<file path="config.mk">
export PLATFORM = sky130hd
export DESIGN_NAME = stats_uart_tx_flat
export DESIGN_NICKNAME = d
export VERILOG_FILES = /design/src/rtl/stats_uart_tx_if.sv /design/src/rtl/stats_uart_tx.sv /design/src/flat_wrapper.sv
export SDC_FILE = /design/constraint.sdc
export NUM_CORES = 1
export LEC_CHECK = 0
export CAP_MARGIN = 10
export CORE_AREA = 10 10 92 94
export CTS_BUF_LIST = sky130_fd_sc_hd__clkbuf_4 sky130_fd_sc_hd__clkbuf_8 sky130_fd_sc_hd__clkbuf_16
export CTS_CLUSTER_SIZE = 12
export DETAILED_ROUTE_END_ITERATION = 8
export DIE_AREA = 0 0 102 104
export GPL_ROUTABILITY_DRIVEN = 0
export HOLD_SLACK_MARGIN = 0.06
export PLACE_DENSITY = 0.82
export SYNTH_ARGS = -nofsm -noshare
export SYNTH_HDL_FRONTEND = slang
export SYNTH_SLANG_ARGS = --single-unit
</file>
<file path="constraint.sdc">
create_clock -name clk -period 3.63 [get_ports clk]
set_clock_uncertainty 0.05 [all_clocks]
set_input_delay 0.363 -clock clk [delete_from_list [all_inputs] [get_ports clk]]
set_output_delay 0.363 -clock clk [all_outputs]
set_load 0.05 [all_outputs]
</file>
<file path="src/rtl/stats_uart_tx_if.sv">
// stats_uart_tx_if: trigger and snapshot inputs plus serial/status outputs of the stats transmitter
interface stats_uart_tx_if;
  logic       trigger;
  logic [4:0] hunger, happiness, health, hygiene, energy, social;
  logic [7:0] status;
  logic       is_sleeping;
  logic       tx, busy, frame_done;
  modport master (
    output trigger, hunger, happiness, health, hygiene, energy, social, status, is_sleeping,
    input  tx, busy, frame_done
  );
  modport slave (
    input  trigger, hunger, happiness, health, hygiene, energy, social, status, is_sleeping,
    output tx, busy, frame_done
  );
endinterface

</file>
<file path="src/rtl/stats_uart_tx.sv">
// stats_uart_tx: UART 8N1 sender of a fixed 10-byte pet-state frame, snapshotted on trigger
module stats_uart_tx #(
  parameter int CLKS_PER_BIT = 87
) (
  input logic            clk,
  input logic            rst_n,
  stats_uart_tx_if.slave bus
);
  localparam int CW = $clog2(CLKS_PER_BIT);
  typedef enum logic [1:0] {IDLE, START, DATA, STOP} state_t;
  state_t        state;
  logic [CW-1:0] cnt;
  logic [2:0]    bit_idx;
  logic [3:0]    byte_idx;
  logic          pending;
  logic [7:0]    frame [10];
  logic [7:0]    snap [10];
  logic          last, final_stop, go;
  always_comb begin
    snap[0] = 8'hA5;
    snap[1] = {3'b0, bus.hunger};
    snap[2] = {3'b0, bus.happiness};
    snap[3] = {3'b0, bus.health};
    snap[4] = {3'b0, bus.hygiene};
    snap[5] = {3'b0, bus.energy};
    snap[6] = {3'b0, bus.social};
    snap[7] = bus.status;
    snap[8] = {7'b0, bus.is_sleeping};
    snap[9] = {3'b0, bus.hunger ^ bus.happiness ^ bus.health ^ bus.hygiene ^ bus.energy ^ bus.social}
            ^ bus.status ^ {7'b0, bus.is_sleeping};
  end
  assign last           = cnt == CW'(CLKS_PER_BIT - 1);
  assign final_stop     = state == STOP && byte_idx == 4'd9 && last;
  assign go             = pending || bus.trigger;
  assign bus.frame_done = final_stop;
  always_ff @(posedge clk or negedge rst_n)
    if (!rst_n) begin
      state    <= IDLE;
      cnt      <= '0;
      bit_idx  <= '0;
      byte_idx <= '0;
      pending  <= 1'b0;
      frame    <= '{default: 8'h00};
      bus.tx   <= 1'b1;
      bus.busy <= 1'b0;
    end else begin
      cnt     <= (state == IDLE || last) ? '0 : cnt + CW'(1);
      pending <= go && state != IDLE;
      case (state)
        IDLE: if (bus.trigger) begin
          frame    <= snap;
          byte_idx <= '0;
          state    <= START;
          bus.tx   <= 1'b0;
          bus.busy <= 1'b1;
        end
        START: if (last) begin
          state   <= DATA;
          bit_idx <= '0;
          bus.tx  <= frame[byte_idx][0];
        end
        DATA: if (last) begin
          bit_idx <= bit_idx + 3'd1;
          state   <= bit_idx == 3'd7 ? STOP : DATA;
          bus.tx  <= bit_idx == 3'd7 ? 1'b1 : frame[byte_idx][bit_idx + 3'd1];
        end
        STOP: if (last) begin
          if (byte_idx != 4'd9) begin
            byte_idx <= byte_idx + 4'd1;
            state    <= START;
            bus.tx   <= 1'b0;
          end else if (go) begin
            // back-to-back frame: fresh snapshot on the closing edge, busy never drops
            pending  <= 1'b0;
            frame    <= snap;
            byte_idx <= '0;
            state    <= START;
            bus.tx   <= 1'b0;
          end else begin
            state    <= IDLE;
            bus.busy <= 1'b0;
          end
        end
        default: state <= IDLE;
      endcase
    end
endmodule
</file>
<file path="src/flat_wrapper.sv">
// flat-port wrapper written by rule: the top's interface ports become plain ports
module stats_uart_tx_flat 
#(
  parameter int CLKS_PER_BIT = 87
)
  (clk, rst_n, bus_trigger, bus_hunger, bus_happiness, bus_health, bus_hygiene, bus_energy, bus_social, bus_status, bus_is_sleeping, bus_tx, bus_busy, bus_frame_done);
  stats_uart_tx_if bus_i ();
  input logic clk;
  input logic rst_n;
  input wire logic [$bits(bus_i.trigger)-1:0] bus_trigger;
  input wire logic [$bits(bus_i.hunger)-1:0] bus_hunger;
  input wire logic [$bits(bus_i.happiness)-1:0] bus_happiness;
  input wire logic [$bits(bus_i.health)-1:0] bus_health;
  input wire logic [$bits(bus_i.hygiene)-1:0] bus_hygiene;
  input wire logic [$bits(bus_i.energy)-1:0] bus_energy;
  input wire logic [$bits(bus_i.social)-1:0] bus_social;
  input wire logic [$bits(bus_i.status)-1:0] bus_status;
  input wire logic [$bits(bus_i.is_sleeping)-1:0] bus_is_sleeping;
  output wire logic [$bits(bus_i.tx)-1:0] bus_tx;
  output wire logic [$bits(bus_i.busy)-1:0] bus_busy;
  output wire logic [$bits(bus_i.frame_done)-1:0] bus_frame_done;
  assign bus_i.trigger = bus_trigger;
  assign bus_i.hunger = bus_hunger;
  assign bus_i.happiness = bus_happiness;
  assign bus_i.health = bus_health;
  assign bus_i.hygiene = bus_hygiene;
  assign bus_i.energy = bus_energy;
  assign bus_i.social = bus_social;
  assign bus_i.status = bus_status;
  assign bus_i.is_sleeping = bus_is_sleeping;
  assign bus_tx = bus_i.tx;
  assign bus_busy = bus_i.busy;
  assign bus_frame_done = bus_i.frame_done;
  stats_uart_tx #(.CLKS_PER_BIT(CLKS_PER_BIT)) u_core (.clk(clk), .rst_n(rst_n), .bus(bus_i));
endmodule
</file>
### Word level (Yosys, flattened, before mapping)

Index checks and enable logic that the tools add are counted.

* output and inout port bits: 3
* logic and storage cells: 104
* flip-flop bits (word level): 99

* add/sub/neg operators: 3
* mux-type cells: 44
* eq/ne operators: 15
* bitwise logic cells: 8
* order comparisons: 2
* reductions and logical operators: 15

Operators by type and width (number)
* $mux W80: 4
* $pmux W80 S2: 1
* $bmux W8 S4: 1
* $xor A5 B5 Y5: 5
* $mux W1: 18
* $mux W4: 4
* $mux W8: 2
* $reduce_and A5 Y1: 3
* $mux W2: 5
* $ne A2 B1 Y1 const B: 4
* $pmux W2 S4: 1
* $pmux W4 S2: 1
* $reduce_and A4 Y1: 2
* $xor A5 B8 Y8: 1
* $xor A8 B1 Y8: 1
* $add A7 B1 Y7 const B: 1
* $eq A7 B7 Y1 const B: 1
* $mux W7: 1
* $mux W3: 2
* $ne A2 B2 Y1 const B: 3
* $pmux W3 S2: 1
* $reduce_bool A2 Y1: 3
* $ge A5 B5 Y1 const B: 1
* $not A4 Y5: 1
* other kinds (16): 20

### Longest topological paths before layout

* word-level depth: 11
* gate-level depth with buffers: 10

### Least setup slack after synthesis

Ideal clock, no wire load.

* path type: register to register
* start point: register u_core.byte_idx[1]
* end point: register u_core.frame[24] (netlist bit)
* required time: 3.455 ns
* arrival: 3.145 ns
* clock period less this slack: 3.320 ns
* slack: 0.310 ns
* library setup time: 0.125 ns
* cell stages (with the launch flop): 11
* path buffers: 3
* path through: dfrtp_1 -> buf_2 -> clkbuf_1 -> inv_1 -> ha_1 -> nand3b_1 -> nor3_1 -> o21ai_1 -> nand2_2 -> buf_6 -> mux2_2

* cells in the longest elaborated chain, start to end: 3

RTL lines
* from (decl): line stats_uart_tx.sv:14 `logic [3:0] byte_idx;`
* from (signal assigned): line stats_uart_tx.sv:69 `byte_idx <= byte_idx + 4'd1;`
* $ne A4 B4 Y1: line stats_uart_tx.sv:68 `if (byte_idx != 4'd9) begin`
* $ne A2 B2 Y1 (no source line)
* $reduce_and A5 Y1 (no source line)
* to (signal assigned): line stats_uart_tx.sv:51 `frame <= snap;`
* to (signal assigned): line stats_uart_tx.sv:75 `frame <= snap;`
* to (decl): line stats_uart_tx.sv:16 `logic [7:0] frame [10];`

Every way passes these cells.
A chain may end at the register's enable or synchronous reset.

### Worst setup path in the final report

* start point: register u_core.byte_idx[1]
* end point: output bus_frame_done

* cells in the longest elaborated chain, start to end: 3

RTL lines
* $eq A4 B4 Y1: line stats_uart_tx.sv:33 `assign final_stop = state == STOP && byte_idx == 4'd9 && last;`
* $logic_and A1 B1 Y1 (2 in series): line stats_uart_tx.sv:33
* to (decl): line flat_wrapper.sv:21 `output wire logic [$bits(bus_i.frame_done)-1:0] bus_frame_done;`

Every way passes these cells.

==> results_dict.tcl <==
set metrics [dict create \
    status "finished clean" \
    cts_resized 0 \
    synthDistinctLibCells 50 \
    drt_pass1_iterations 4 \
    cap_violations 0 \
    core-area_sq_mm 0.00668 \
    nets 399 \
    synth_commonest_cells "63 x dfrtp_1, 53 x mux2_2, 25 x xnor2_1" \
    critPathRequiredTime_ps 3220 \
    synth_top_family_by_area "multiplexers" \
    power.total_mw 1.49 \
    cts_sinks 64 \
    netlist_instances 302 \
    grt_pass1_wl_um 12400 \
    cts_buffers 9 \
    synthMuxAreaShare_pct 18.9 \
    synth_fp_nets 354 \
    cts_buffer_depth 2 \
    die-area_sq_mm 0.0106 \
    cts_hold_buf 0 \
    clock_latency_ps 340 \
    min_path_type "input port to async pin" \
    grt_max_degree 46 \
    fill_cells 548 \
    io_buffer_count 44 \
    avgViaCountPerCell 5.65 \
    synthAdderAreaFrac_pct 3.52 \
    period_needed_ps 3020 \
    rsz0062_at_grt "no" \
    drc 0 \
    synth-edff-count 0 \
    grtUsageTotal_pct 14.1 \
    worst-setup-path-type "flip-flop to output port" \
    slowest_stage "clkdlybuf4s50_1" \
    worst-path-max-fanout 20 \
    row_count 30 \
    finalSetupViolCount 0 \
    overflow 0 \
    powerDensity_mw_per_mm2 354 \
    drtIter0Drc 162 \
    initial_core_util_pct 53.2 \
    worstRegToRegCells 8 \
    dr_total_vias 2442 \
    io_pins 45 \
    clk_pin_slew_ps 70 \
    cp_top_family "buffers and inverters" \
    syn_area_sq_mm 0.00356 \
    synth-simple-area-share_pct 10.9 \
    syn_to_final_growth_pct 17.9 \
    synth.area.top_cells "dfrtp_1 44%, mux2_2 17%, xnor2_1 6.2%" \
    dp_hpwl_um 5300 \
    synth_compound_area_share_pct 9.25 \
    clockRootBuffer "clkbuf_8" \
    ys_warn_count 0 \
    arrival_ps 2610 \
    cp-start-kind "flip-flop" \
    final_layout_size_suffix_gt1_share_pct 23.6 \
    max_freq_ghz 0.331 \
    yosysTopAreaCellShare_pct 44.3 \
    vdd_drop_max_mv 0.224 \
    post_cts_buffers 0 \
    period_share_pct 83.2 \
    synth_xor_area_share_pct 9.11 \
    worst_pin_slew_ps 944 \
    antenna_found_initial 0 \
    first_global_vias 2651 \
    finalWirelength_um 7110 \
    power.leakage_nw 1.66 \
    yosysMostFrequentCell "dfrtp_1" \
    slew-limit-headroom_pct 37.1 \
    die_h_um 104 \
    synth_top_area_cell "dfrtp_1" \
    drt-wirelength-per-cell_um 16.5 \
    maxSlewViolCount 0 \
    synth_ff_type "dfrtp_1" \
    ant_nets 0 \
    syn_area_per_cell_sq_um 11.8 \
    antenna_cells 0 \
    ys_ff_latch 64 \
    path_cells "inv_1, ha_1, nand3b_1, nor3_1, clkdlybuf4s50_1" \
    hold_viol 0 \
    max_stage_delay_ps 890 \
    dieWidth_um 102 \
    cts_tree "built" \
    async_flop_share_pct 100 \
    end_kind "output port" \
    h-tree-depth 3 \
    finalSetupTns_ps 0 \
    path_depth 5 \
    seq_area_frac_synth_pct 45.1 \
    crit_buf_inv 2 \
]
## sequential cells by signal (all words and copies together) (netlist names)
signal,cells
u_core.frame,45
u_core.pending,1
u_core.cnt,7
u_core.state,2
u_core.bit_idx,3
u_core.bus.busy,1
u_core.bus.tx,1
u_core.byte_idx,4
## cell usage in the layout (no fill, tap or decap), types with 3 or more instances in the layout
cell | netlist | final
dfrtp_1 | 63 | 63
xnor2_1 | 25 | 25
nand3_1 | 5 | 5
nand2_1 | 15 | 15
a22o_1 | 5 | 5
xor2_1 | 12 | 12
mux2_2 | 53 | 53
nor3_1 | 11 | 11
inv_1 | 5 | 5
clkbuf_8 | 0 | 9
nor2b_1 | 8 | 8
nor2_1 | 7 | 7
clkinv_2 | 0 | 4
a21oi_1 | 6 | 6
buf_4 | 0 | 4
o21ai_0 | 13 | 13
a211oi_1 | 3 | 3
clkdlybuf4s50_1 | 0 | 43
ha_1 | 10 | 10
nand2b_1 | 5 | 5
## final cells by class
| class | instances | area [sq um] | area share [%] |
|---|---|---|---|
| repair buffers | 48 | 465 | 11.1 |
| well taps | 80 | 100 | 2.39 |
| inverters | 5 | 18.8 | 0.447 |
| flip-flops and latches | 64 | 1600 | 38.2 |
| clock inverters | 6 | 36.3 | 0.865 |
| clock buffers | 10 | 131 | 3.13 |
| multi-input cells | 219 | 1840 | 43.9 |
## final timing paths
| kind | slack [ps] | end | start |
|---|---|---|---|
| min in group clk | 430 | u_core.cnt[0]$_DFF_PN0_ | u_core.cnt[0]$_DFF_PN0_ |
| worst min-delay path | 110 | u_core.cnt[3]$_DFF_PN0_ | rst_n |
| worst max-delay path | 610 | bus_frame_done | u_core.byte_idx[1]$_DFFE_PN0P_ |
| worst min register to register | 430 | u_core.cnt[0]$_DFF_PN0_ | u_core.cnt[0]$_DFF_PN0_ |
| max in group asynchronous | 2690 | u_core.frame[23]$_DFFE_PN0P_ | rst_n |
| worst max register to register | 960 | u_core.frame[57]$_DFFE_PN0P_ | u_core.byte_idx[1]$_DFFE_PN0P_ |
## cell families (layout without fill, tap and decap cells)
group	count (synthesis)	after routing
compound gates	47	47
xor+xnor	37	37
fa+ha+maj	10	10
buf+inv	19	69
flops	64	64
mux	56	56
simple gates	69	69
## per-stage QoR
step / std cells / utilization, % / area [sq um] / hold WS [ps] / worst slack (ps)
finish: 432 / 62.8 / 4190 / 111 / 610
global route: 432 / 62.8 / 4190 / 186 / 434
CTS: 432 / 62.8 / 4190 / 145 / 596
detailed placement: 416 / 60.3 / 4030 / 422 / 967
global placement: 416 / 60.3 / 4030 / 420 / 1000
floorplan: 302 / - / 3560 / 17.4 / 310
## layer usage
| layer | share of wire, % | vias up | global-route usage, % |
|---|---|---|---|
| li1 | - | 1188 | - |
| met1 | 46 | 1200 | 18.2 |
| met2 | 49 | 47 | 22.2 |
| met3 | 3.7 | 7 | 3.26 |
| met4 | 1.2 | 0 | 5.04 |
| met5 | 0 | - | 0 |
## report_power, final
part / switching [mW] / internal [mW] / leakage, nW
combinational: 0.0659 / 0.112 / 0.821
clock: 0.275 / 0.251 / 0.0892
sequential: 0.0249 / 0.757 / 0.753
total: 0.366 / 1.12 / 1.66
Power figures use the tool's default switching activity.
